## src/rtl/lc3_pkg.sv

```systemverilog
// ---------------------------------------------------------------------------
// lc3_pkg
// Shared definitions for the LC-3 memory arbiter slice.
//   LC3_WORD_W  : data/address word width (16)
//   OWNER_CPU   : owner encoding for the control unit (0)
//   OWNER_DMA   : owner encoding for the DMA/IO port (1)
//   arb_state_t : arbiter FSM states IDLE, ACCESS, DONE
// ---------------------------------------------------------------------------
package lc3_pkg;

  localparam int   LC3_WORD_W = 16;
  localparam logic OWNER_CPU  = 1'b0;
  localparam logic OWNER_DMA  = 1'b1;

  typedef enum logic [1:0] {
    IDLE   = 2'd0,
    ACCESS = 2'd1,
    DONE   = 2'd2
  } arb_state_t;

endpackage

```

## src/rtl/lc3_arb_pick.sv

```systemverilog
// ---------------------------------------------------------------------------
// lc3_arb_pick
// Combinational two-way pick between the CPU and the DMA port.
// A lone requester always wins. Ties are resolved by the build option:
//   LC3_MEM_ARB_RR_EN defined   : tie goes to whoever is not last_owner
//   LC3_MEM_ARB_RR_EN undefined : tie always goes to the CPU
// Ports:
//   cpu_req, dma_req : request lines
//   last_owner       : previous grant winner (round-robin build only)
//   pick_owner       : OWNER_CPU or OWNER_DMA; only meaningful when a req is high
// ---------------------------------------------------------------------------
module lc3_arb_pick
  import lc3_pkg::*;
(
  input  logic cpu_req,
  input  logic dma_req,
`ifdef LC3_MEM_ARB_RR_EN
  input  logic last_owner,
`endif
  output logic pick_owner
);

  always_comb begin
    pick_owner = OWNER_CPU;
    if (cpu_req && dma_req) begin
`ifdef LC3_MEM_ARB_RR_EN
      pick_owner = (last_owner == OWNER_CPU) ? OWNER_DMA : OWNER_CPU;
`else
      pick_owner = OWNER_CPU;
`endif
    end else if (dma_req) begin
      pick_owner = OWNER_DMA;
    end
  end

endmodule

```

## src/rtl/lc3_mem_arbiter.sv

```systemverilog
// ---------------------------------------------------------------------------
// lc3_mem_arbiter
// Arbitrates a single LC-3 memory port between the control unit (CPU) and a
// DMA/IO port. Each transfer runs IDLE -> ACCESS (WAIT_CYCLES cycles) -> DONE
// and back to IDLE, where the next arbitration happens.
// Build option: LC3_MEM_ARB_RR_EN selects round-robin tie breaking
// (otherwise the CPU always wins ties).
// Parameters:
//   WAIT_CYCLES : memory access cycles per transfer, 1..15
// Ports:
//   clk, reset_n                 : clock, async active-low reset
//   cpu_req/we/addr/wdata        : CPU request side
//   dma_req/we/addr/wdata        : DMA request side
//   cpu_gnt, dma_gnt             : one-cycle grant pulses
//   cpu_done, dma_done           : one-cycle completion pulses
//   rdata                        : read data, valid with done
//   mem_en, mem_we               : memory enable / write strobe
//   mem_addr, mem_wdata          : latched address / write data
//   mem_rdata                    : memory read data
//   busy                         : high whenever the FSM is not IDLE
//   owner                        : requester of current/last access
// ---------------------------------------------------------------------------
module lc3_mem_arbiter
  import lc3_pkg::*;
#(
  parameter int WAIT_CYCLES = 2
) (
  input  logic                  clk,
  input  logic                  reset_n,
  input  logic                  cpu_req,
  input  logic                  dma_req,
  input  logic                  cpu_we,
  input  logic                  dma_we,
  input  logic [LC3_WORD_W-1:0] cpu_addr,
  input  logic [LC3_WORD_W-1:0] cpu_wdata,
  input  logic [LC3_WORD_W-1:0] dma_addr,
  input  logic [LC3_WORD_W-1:0] dma_wdata,
  output logic                  cpu_gnt,
  output logic                  dma_gnt,
  output logic                  cpu_done,
  output logic                  dma_done,
  output logic [LC3_WORD_W-1:0] rdata,
  output logic                  mem_en,
  output logic                  mem_we,
  output logic [LC3_WORD_W-1:0] mem_addr,
  output logic [LC3_WORD_W-1:0] mem_wdata,
  input  logic [LC3_WORD_W-1:0] mem_rdata,
  output logic                  busy,
  output logic                  owner
);

  // Final count value of the ACCESS phase.
  localparam logic [3:0] LAST_CNT = 4'(WAIT_CYCLES - 1);

  arb_state_t state;
  logic [3:0] cnt;
  logic       pick_owner;

`ifdef LC3_MEM_ARB_RR_EN
  logic       last_owner;
`endif

  lc3_arb_pick u_pick (
    .cpu_req    (cpu_req),
    .dma_req    (dma_req),
`ifdef LC3_MEM_ARB_RR_EN
    .last_owner (last_owner),
`endif
    .pick_owner (pick_owner)
  );

  assign busy = (state != IDLE);

  // Single FSM block. All port outputs except busy are registered here.
  // mem_we doubles as the latched read/write flag for the transfer, so the
  // ACCESS exit uses it to decide whether to capture read data.
  always_ff @(posedge clk or negedge reset_n) begin
    if (!reset_n) begin
      state      <= IDLE;
      cnt        <= 4'd0;
      cpu_gnt    <= 1'b0;
      dma_gnt    <= 1'b0;
      cpu_done   <= 1'b0;
      dma_done   <= 1'b0;
      rdata      <= '0;
      mem_en     <= 1'b0;
      mem_we     <= 1'b0;
      mem_addr   <= '0;
      mem_wdata  <= '0;
      owner      <= OWNER_CPU;
`ifdef LC3_MEM_ARB_RR_EN
      last_owner <= OWNER_DMA;
`endif
    end else begin
      cpu_gnt  <= 1'b0;
      dma_gnt  <= 1'b0;
      cpu_done <= 1'b0;
      dma_done <= 1'b0;
      case (state)
        IDLE: begin
          if (cpu_req || dma_req) begin
            owner  <= pick_owner;
            cnt    <= 4'd0;
            mem_en <= 1'b1;
            state  <= ACCESS;
`ifdef LC3_MEM_ARB_RR_EN
            last_owner <= pick_owner;
`endif
            if (pick_owner == OWNER_DMA) begin
              mem_we    <= dma_we;
              mem_addr  <= dma_addr;
              mem_wdata <= dma_wdata;
              dma_gnt   <= 1'b1;
            end else begin
              mem_we    <= cpu_we;
              mem_addr  <= cpu_addr;
              mem_wdata <= cpu_wdata;
              cpu_gnt   <= 1'b1;
            end
          end
        end
        ACCESS: begin
          cnt <= cnt + 4'd1;
          if (cnt == LAST_CNT) begin
            if (!mem_we) begin
              rdata <= mem_rdata;
            end
            mem_en <= 1'b0;
            mem_we <= 1'b0;
            if (owner == OWNER_DMA) begin
              dma_done <= 1'b1;
            end else begin
              cpu_done <= 1'b1;
            end
            state <= DONE;
          end
        end
        DONE: begin
          state <= IDLE;
        end
        default: begin
          state <= IDLE;
        end
      endcase
    end
  end

endmodule

```

## config.mk

```make
export PLATFORM = sky130hd
export DESIGN_NAME = lc3_mem_arbiter
export DESIGN_NICKNAME = d
export VERILOG_FILES = /design/src/rtl/lc3_pkg.sv /design/src/rtl/lc3_arb_pick.sv /design/src/rtl/lc3_mem_arbiter.sv
export SDC_FILE = /design/constraint.sdc
export NUM_CORES = 1
export LEC_CHECK = 0
export CORE_UTILIZATION = 43
export CTS_BUF_LIST = sky130_fd_sc_hd__clkbuf_8
export DETAILED_ROUTE_END_ITERATION = 10
export GPL_TIMING_DRIVEN = 0
export PLACE_DENSITY = 0.95
export SETUP_SLACK_MARGIN = 0.05
export SLEW_MARGIN = 20
export SYNTH_ARGS = -nofsm -noshare
export SYNTH_HDL_FRONTEND = slang
export SYNTH_SLANG_ARGS = --single-unit
```

## constraint.sdc

```tcl
create_clock -name clk -period 3.7 [get_ports clk]
set_clock_uncertainty 0.15 [all_clocks]
set_input_delay 0.37 -clock clk [delete_from_list [all_inputs] [get_ports clk]]
set_output_delay 0.37 -clock clk [all_outputs]
set_load 0.03 [all_outputs]
```

# After elaboration in Yosys (flattened, before gate mapping)
# Cells that the tools add are included.
# classes
mux	27
eq_ne	4
n_div	0
n_shift	0
n_lt_le_gt_ge	0
n_reduce_logical	10
bitwise	1
mul	0
addsub	1
# ops
operator	count
$mux 16	2
$mux 1	18
$pmux 4 s2	1
$reduce_and 2->1	3
$reduce_and 3->1	2
$add 4x1->4 const B	1
$eq 4x1->1 const B	1
$mux 2	2
$mux 4	1
$ne 2x2->1 const B	2
$pmux 1 s2	2
$pmux 2 s2	1
$reduce_bool 2->1	2
$eq 2x1->1 const B	1
$logic_not 2->1	1
$logic_and 1x1->1	1
$logic_or 1x1->1	1
$not 1->1	1
# totals
mem_bits_ro	0
in_bits	86
out_inout_bits	56
ramBits	0
memories	0
reg_bits	61
latchBits	0

# Longest topological paths before layout
# Gate-level depths: netlist (run 1).
# logic_depth
depth_word	5
mapped_depth	7
ltp_nobuf	6

# Hierarchy
# Synthesis (run 1) repeated with hierarchy kept, for this count alone.
# unflattened
cells_unflattened	187
area_unflattened_um2	2777.7
# modules_own_cells
mod	n_inst	cells_each	area_per_inst_um2	seq_area_each_um2
lc3_mem_arbiter	1	186	2763.9	1526.5
lc3_arb_pick	1	1	13.8	0.0

# Worst setup path after synthesis (run 1)
# Ideal clock, no wire load.
# synth_path
path_type	reg-to-reg
from	register cnt[1]
to	register rdata[0]
required_time_ns	3.425
path_slack_ns	1.765
path_buffers	2
stages_incl_launch_ff	8
period_less_slack_ns	1.935
setup_ns	0.125
arrival_time_ns	1.660
cell_sequence	dfrtp_1 -> inv_1 -> ha_1 -> nor3b_2 -> or3b_1 -> buf_6 -> buf_12 -> mux2_4
# synth_via
elab_chain_cells	2
# synth_lines
item	line	rtl
start: declaration	lc3_mem_arbiter.sv:56	logic [3:0] cnt;
start signal: assignment	lc3_mem_arbiter.sv:123	cnt <= cnt + 4'd1;
$eq 4x1->1	lc3_mem_arbiter.sv:124	if (cnt == LAST_CNT) begin
$reduce_and 3->1 (no line)	--	
end signal: assignment	lc3_mem_arbiter.sv:126	rdata <= mem_rdata;
end: declaration	lc3_mem_arbiter.sv:42	output logic [LC3_WORD_W-1:0] rdata,
# No other way between the ends.
# A chain may end at the register's enable or synchronous reset.

# Final worst setup path (run 1)
# layout_path
from	register state[0]
to	output port busy
# layout_via
elab_chain_cells	1
# layout_lines
item	line	rtl
start: declaration	lc3_mem_arbiter.sv:55	arb_state_t state;
start signal: assignment	lc3_mem_arbiter.sv:79	state <= IDLE;
start signal: assignment	lc3_mem_arbiter.sv:105	state <= ACCESS;
start signal: assignment	lc3_mem_arbiter.sv:135	state <= DONE;
$reduce_bool 2->1	lc3_mem_arbiter.sv:72	assign busy = (state != IDLE);
end: declaration	lc3_mem_arbiter.sv:48	output logic busy,
# No other way between the ends.

==> metrics.csv, run 1 <==
metric,value,unit
synthesized area,0.00260,mm2
area growth from synthesis to layout,65.4,%
Cell Int Power,2.12,mW
starting density of the core,45.8,%
critical path endpoint category,primary output,
maximum level of the CTS H-tree,3,
placeable core area,0.00568,mm2
pin count of the biggest net entering global routing,60,
post-detailed-placement half-perimeter wirelength,5780,um
number of design-rule violations left by the first detailed-router iteration,126,
count of flip-flops with a built-in enable after synthesis,0,
Worst-Skew Late Latency,0.32,ns
maximum clock frequency,0.385,GHz
clock slew seen by the registers of the worst setup and hold paths,0.07,ns
CP Class,reg2out,
Critical Path AT,2.08,ns
largest cells by area after synthesis,"sky130_fd_sc_hd__dfrtp_1, sky130_fd_sc_hd__o21ai_0, sky130_fd_sc_hd__o22ai_1",
cell type with the largest total area after synthesis,sky130_fd_sc_hd__dfrtp_1,
Vias,2449,
max_cap viols,0,
wire length of the first global-routing pass,12400,um
share of async-settable or async-resettable flops after synthesis,100,%
total power per unit cell area,850,mW/mm2
highest-count cells in the layout ignoring fill and taps,"sky130_fd_sc_hd__clkdlybuf4s50_1, sky130_fd_sc_hd__o21ai_0, sky130_fd_sc_hd__dfrtp_1",
final max-slew violation count,0,
setup tns final,0,ns
worst ir drop on vdd,0.000476,V
final global-route overflow total,0,
net count of the mapped netlist,316,
fraction of layout cells with a size suffix above 1,9.84,%
initial antenna violation count,0,
RSZ-0062 raised after global routing,no,
top fanout value on the critical path,10,
number of sinks on the clock net,61,
clock buffer count from CTS,9,
number of instances in the placed design,442,
Vias/cell,5.35,
sequential share of the synthesized area,58.7,%
"Period Utilization, post-route",70.1,%
"final std cell area, no fill",0.00430,mm2
post-route minimum period,2.60,ns
number of setup buffers added after CTS,0,
Hold Path Class,in2async,
register bit total from synthesis,61,
area of the die,0.00636,mm2
remaining design rule violation count,0,
residual antenna-violating net count after detailed routing,0,
leakage power total,1.78,nW
required arrival time at the worst endpoint,3.18,ns
number of primary I/O pins,142,
power dissipated by switching net loads,1.54,mW
total setup violations reported at the end of the flow,0,
final RePlAce weighted congestion,0.732,
width of the die,79.8,um
clk root buf,sky130_fd_sc_hd__clkbuf_8,
overall power after layout,3.66,mW
most frequent standard cell in the layout excluding fill and tap cells,sky130_fd_sc_hd__clkdlybuf4s50_1,
most used flip-flop cell after synthesis,sky130_fd_sc_hd__dfrtp_1,
Wirelength per Cell,16.7,um
total iterations of the first detailed-routing run,4,
vias in the first global route,2581,
total length of routed wires,7660,um
clock tree from TritonCTS,built,
Clock Path Buffers,2,
final cell count without fillers,458,
total count of hold-check failures in the final report,0,
count of unique library cells instantiated by Yosys,28,
core occupancy in the finished layout,75.8,%
overall fraction of global-route tracks in use,26.0,%
startpoint type of the worst setup path,flip-flop,
Yosys top cell area share,58.7,%
row count,27,
portion of total power attributed to combinational logic,55.1,%
number of antenna repair diodes,0,
count of port buffers added during placement,141,
area post-placement,0.00413,mm2
run status,"finished, final reports clean",
chip height,79.8,um
slew at the pin closest to its max-slew limit,0.786,ns
number of instances in the synthesized netlist,228,
clock share of power,13.5,%
power share of the sequential group,31.4,%
Slew Limit Headroom,47.1,%
Switching Share,42.1,%
Synth Warn #,0,
post-synthesis average cell area,11.4,um2
Final #Nets,470,
[cells by family (layout without fill, tap and decap cells)]
logic type / Yosys count / in the layout / synth area share (%)
adders and majority gates: 2 / 2 / 0.962
xor gates and xnor gates: 2 / 2 / 0.674
muxes: 19 / 19 / 9.53
DFF: 61 / 61 / 58.7
AOI/OAI and AO/OA: 104 / 104 / 21.8
buffers and inverters: 22 / 180 / 4.38
and+or+nand+nor: 18 / 18 / 3.95
[path summary, 6_finish.rpt]
| kind | end | from | slack, ns | cells after the start |
|---|---|---|---|---|
| setup / recovery | busy | state[0] | 1.10 | 4 |
| hold / removal | rdata[15] | reset_n | 0.25 | 2 |
| setup reg to reg | rdata[0] | cnt[1] | 1.60 | 7 |
| hold reg to reg | mem_en | mem_en | 0.34 | 1 |
| max in group asynchronous | mem_addr[2] | reset_n | 2.68 | 3 |
| min in group clk | mem_en | mem_en | 0.34 | 1 |
[per-stage QoR]
step	hold slack, ns	setup slack (ns)
finish	0.255	1.10
floorplan	-0.0756	1.77
CTS	0.232	1.10
global route	0.244	0.944
detailed placement	0.0242	1.14
global placement	0.320	0.236
[cell usage after synthesis (2+ instances only)]
cell type,instances
sky130_fd_sc_hd__nor2_1,6
sky130_fd_sc_hd__ha_1,2
sky130_fd_sc_hd__buf_6,2
sky130_fd_sc_hd__inv_1,2
sky130_fd_sc_hd__dfrtp_1,61
sky130_fd_sc_hd__mux2_4,10
sky130_fd_sc_hd__mux2i_1,3
sky130_fd_sc_hd__xor2_1,2
sky130_fd_sc_hd__nand2_1,2
sky130_fd_sc_hd__buf_1,2
sky130_fd_sc_hd__nand2b_1,2
sky130_fd_sc_hd__mux2_2,6
sky130_fd_sc_hd__o21ai_1,4
sky130_fd_sc_hd__o22ai_1,33
sky130_fd_sc_hd__clkbuf_1,14
sky130_fd_sc_hd__o21ai_0,64
sky130_fd_sc_hd__and2_1,2
[critical path, stage by stage, from the launching register on]
cell	delay, ns
sky130_fd_sc_hd__dfrtp_1	0.39
sky130_fd_sc_hd__nor2_1	0.11
sky130_fd_sc_hd__inv_2	0.15
sky130_fd_sc_hd__clkbuf_1	0.35
sky130_fd_sc_hd__clkdlybuf4s50_1	0.75
[layout make-up]
| type | instances | area (um2) |
|---|---|---|
| sequential | 61 | 1530 |
| multi-input combinational | 145 | 960 |
| clock inverter | 5 | 27.5 |
| fill | 399 | 1370 |
| tap | 72 | 90.1 |
| inverter | 3 | 11.3 |
| timing repair buffer | 143 | 1450 |
| buffer | 19 | 103 |
| clock buffer | 10 | 138 |
[repair_timing]
action,in CTS,in global routing
resized for setup,0,0
hold buffers,1,0
hold endpoints to repair,61,0
[flip-flops by register name, summed over array words and instances, names as in the netlist]
signal / count
cnt: 4
cpu_done: 1
cpu_gnt: 1
dma_done: 1
dma_gnt: 1
mem_addr: 16
mem_en: 1
mem_wdata: 16
mem_we: 1
owner: 1
rdata: 16
state: 2
[routing by layer]
metal	GRT usage (%)	vias to the layer above	part of all wire (%)
met5	0	-	0
met4	9.29	0	1.1
met3	8.80	10	9.6
met2	45.6	115	50
met1	29.2	1174	39
li1	-	1150	-
[power groups by stage]
stage / clock network, mW / logic, mW / registers (mW)
2_1_floorplan: 0 / 0.644 / 1.66
3_3_place_gp: 0 / 1.97 / 1.13
3_5_place_dp: 0 / 2.02 / 1.16
4_1_cts: 0.506 / 2.03 / 1.15
5_1_grt: 0.540 / 2.16 / 1.18
6_report: 0.495 / 2.02 / 1.15
No activity file was read; power rests on OpenSTA's default activity.
==> run 2, diff against run 1 <==
--- a/config.mk
+++ b/config.mk
@@ -5,11 +5,11 @@
 export SDC_FILE = /design/constraint.sdc
 export NUM_CORES = 1
 export LEC_CHECK = 0
-export CORE_UTILIZATION = 43
+export CORE_UTILIZATION = 40
 export CTS_BUF_LIST = sky130_fd_sc_hd__clkbuf_8
 export DETAILED_ROUTE_END_ITERATION = 10
 export GPL_TIMING_DRIVEN = 0
-export PLACE_DENSITY = 0.95
+export PLACE_DENSITY = 0.92
 export SETUP_SLACK_MARGIN = 0.05
 export SLEW_MARGIN = 20
 export SYNTH_ARGS = -nofsm -noshare
==> constraint.sdc (replaced) <==
create_clock -name clk -period 2.6 [get_ports clk]
set_clock_uncertainty 0.15 [all_clocks]
set_input_delay 0.26 -clock clk [delete_from_list [all_inputs] [get_ports clk]]
set_output_delay 0.26 -clock clk [all_outputs]
set_load 0.03 [all_outputs]
==> run 2 against run 1 <==
  * Via count barely moved
  * Non-clock buffer count fell by 1
  * Core utilization fell by 7.3 points
  * First-iteration DRC count fell by 24%
  * Combinational power rose by 42%
  * Critical path type is now in2reg
  * Largest power group unchanged
==> metrics.csv, run 2 (same netlist as run 1, synthesis figures left out) <==
metric,value,unit
run status,"finished, final reports clean",
startpoint type of the worst setup path,input port,
buffer and inverter count on the worst path,2,
maximum clock frequency,0.453,GHz
post-route minimum period,2.21,ns
Wirelength per Cell,16.5,um
starting density of the core,41.2,%
cell with the largest stage delay on the worst path,sky130_fd_sc_hd__nor3b_1,
CP Class,in2reg,
placeable core area,0.00631,mm2
area growth from synthesis to layout,66.3,%
Vias/cell,5.31,
Vias,2450,
clock slew seen by the registers of the worst setup and hold paths,0.06,ns
clock tree from TritonCTS,built,
Worst-Skew Late Latency,0.32,ns
total power per unit cell area,1220,mW/mm2
Final #Nets,469,
final RePlAce weighted congestion,0.805,
launching point of the worst reg2reg path,state[0],
number of sinks on the clock net,61,
total iterations of the first detailed-routing run,4,
area of the die,0.00683,mm2
overall fraction of global-route tracks in use,23.6,%
maximum level of the CTS H-tree,3,
RSZ-0062 raised after global routing,no,
total setup violations reported at the end of the flow,0,
required arrival time at the worst endpoint,2.68,ns
largest registers in the final layout,"mem_addr x16, mem_wdata x16, rdata x16",
number of design-rule violations left by the first detailed-router iteration,96,
setup tns final,0,ns
top fanout value on the critical path,10,
smallest hold slack,0.114,ns
number of primary I/O pins,142,
max_cap viols,0,
residual antenna-violating net count after detailed routing,0,
cell family with the largest share of critical-path delay,buffers and inverters,
vias in the first global route,2512,
worst ir drop on vdd,0.000776,V
final global-route overflow total,0,
total count of hold-check failures in the final report,0,
pin count of the biggest net entering global routing,61,
filler instances,487,
total length of routed wires,7630,um
fraction of layout cells with a size suffix above 1,9.64,%
Hold Path Class,in2async,
Critical Path Start,cpu_req,
number of antenna repair diodes,0,
slew at the pin closest to its max-slew limit,0.933,ns
clock buffer count from CTS,9,
initial antenna violation count,0,
critical path endpoint category,flip-flop,
remaining design rule violation count,0,
width of the die,82.6,um
Slew Limit Headroom,37.1,%
"Period Utilization, post-route",85.0,%
row count,29,
cell breakdown of the critical path,"clkdlybuf4s50_1, nor3b_1, clkbuf_1, o22ai_1, o21ai_0",
post-detailed-placement half-perimeter wirelength,5710,um
final max-slew violation count,0,
chip height,82.6,um
most frequent standard cell in the layout excluding fill and tap cells,sky130_fd_sc_hd__clkdlybuf4s50_1,
Clock Path Buffers,2,
wire length of the first global-routing pass,11700,um
clk root buf,sky130_fd_sc_hd__clkbuf_8,
number of setup buffers added after CTS,0,
count of port buffers added during placement,141,
slowest cell delay on critical path,0.69,ns
highest-count cells in the layout ignoring fill and taps,"sky130_fd_sc_hd__clkdlybuf4s50_1, sky130_fd_sc_hd__o21ai_0, sky130_fd_sc_hd__dfrtp_1",
Critical Path AT,2.29,ns
post-CTS resize count,0,
leakage power total,1.79,nW
run 2: cell types whose count changed in the layout (fill, tap and decap cells not counted), sizes merged:
cell / before / now
clkinv: 4 / 1
clkbuf: 24 / 26
clkinvlp: 1 / 0
run 2: cell type report:
class,instances,area [um2],area share (%)
Tap cell,77,96.3,2.23
Clock buffer,13,179,4.14
Timing Repair Buffer,143,1450,33.5
Sequential cell,61,1530,35.3
Clock inverter,1,5.00,0.116
Buffer,18,98.8,2.29
Inverter,3,11.3,0.260
Multi-Input combinational cell,145,960,22.2
run 2: repair_timing:
| item | in CTS | in global routing |
|---|---|---|
| setup endpoints to repair | 0 | 1 |
| endpoints found under the hold margin | 61 | 0 |
| hold buffers | 1 | 0 |
run 2: routing by layer:
metal,GRT usage (%),share of wire (%)
met1,26.1,38
met2,42.1,52
met3,7.25,9.3
met4,9.66,1.4
met5,0,0
run 2: metrics by stage:
| stage | util [%] | setup WS, ns | cell area (um2) | power, mW | cells |
|---|---|---|---|---|---|
| after floorplan | - | 0.665 | 2600 | 3.28 | 228 |
| after global placement | 65.1 | -0.741 | 4110 | 4.41 | 446 |
| after detailed placement | 65.5 | 0.102 | 4130 | 4.52 | 447 |
| after CTS | 68.5 | 0.102 | 4330 | 5.31 | 462 |
| after global routing | 68.5 | 0.249 | 4320 | 5.60 | 461 |
| final | 68.5 | 0.391 | 4320 | 5.28 | 461 |
run 2: worst paths after layout:
path	to	slack (ns)	cells past startpoint
max	mem_addr[13]	0.39	5
min	mem_wdata[1]	0.11	2
max reg2reg	mem_addr[13]	0.46	4
min reg2reg	mem_en	0.33	1
max in group asynchronous	rdata[4]	1.72	3
min in group clk	mem_en	0.33	1
run 2: where the power goes:
group          leakage [nW]  switching, mW  internal (mW)  total, mW
combinational         0.933           1.60           1.27       2.86
sequential            0.758          0.251           1.38       1.64
clock                0.0974          0.336          0.438      0.775
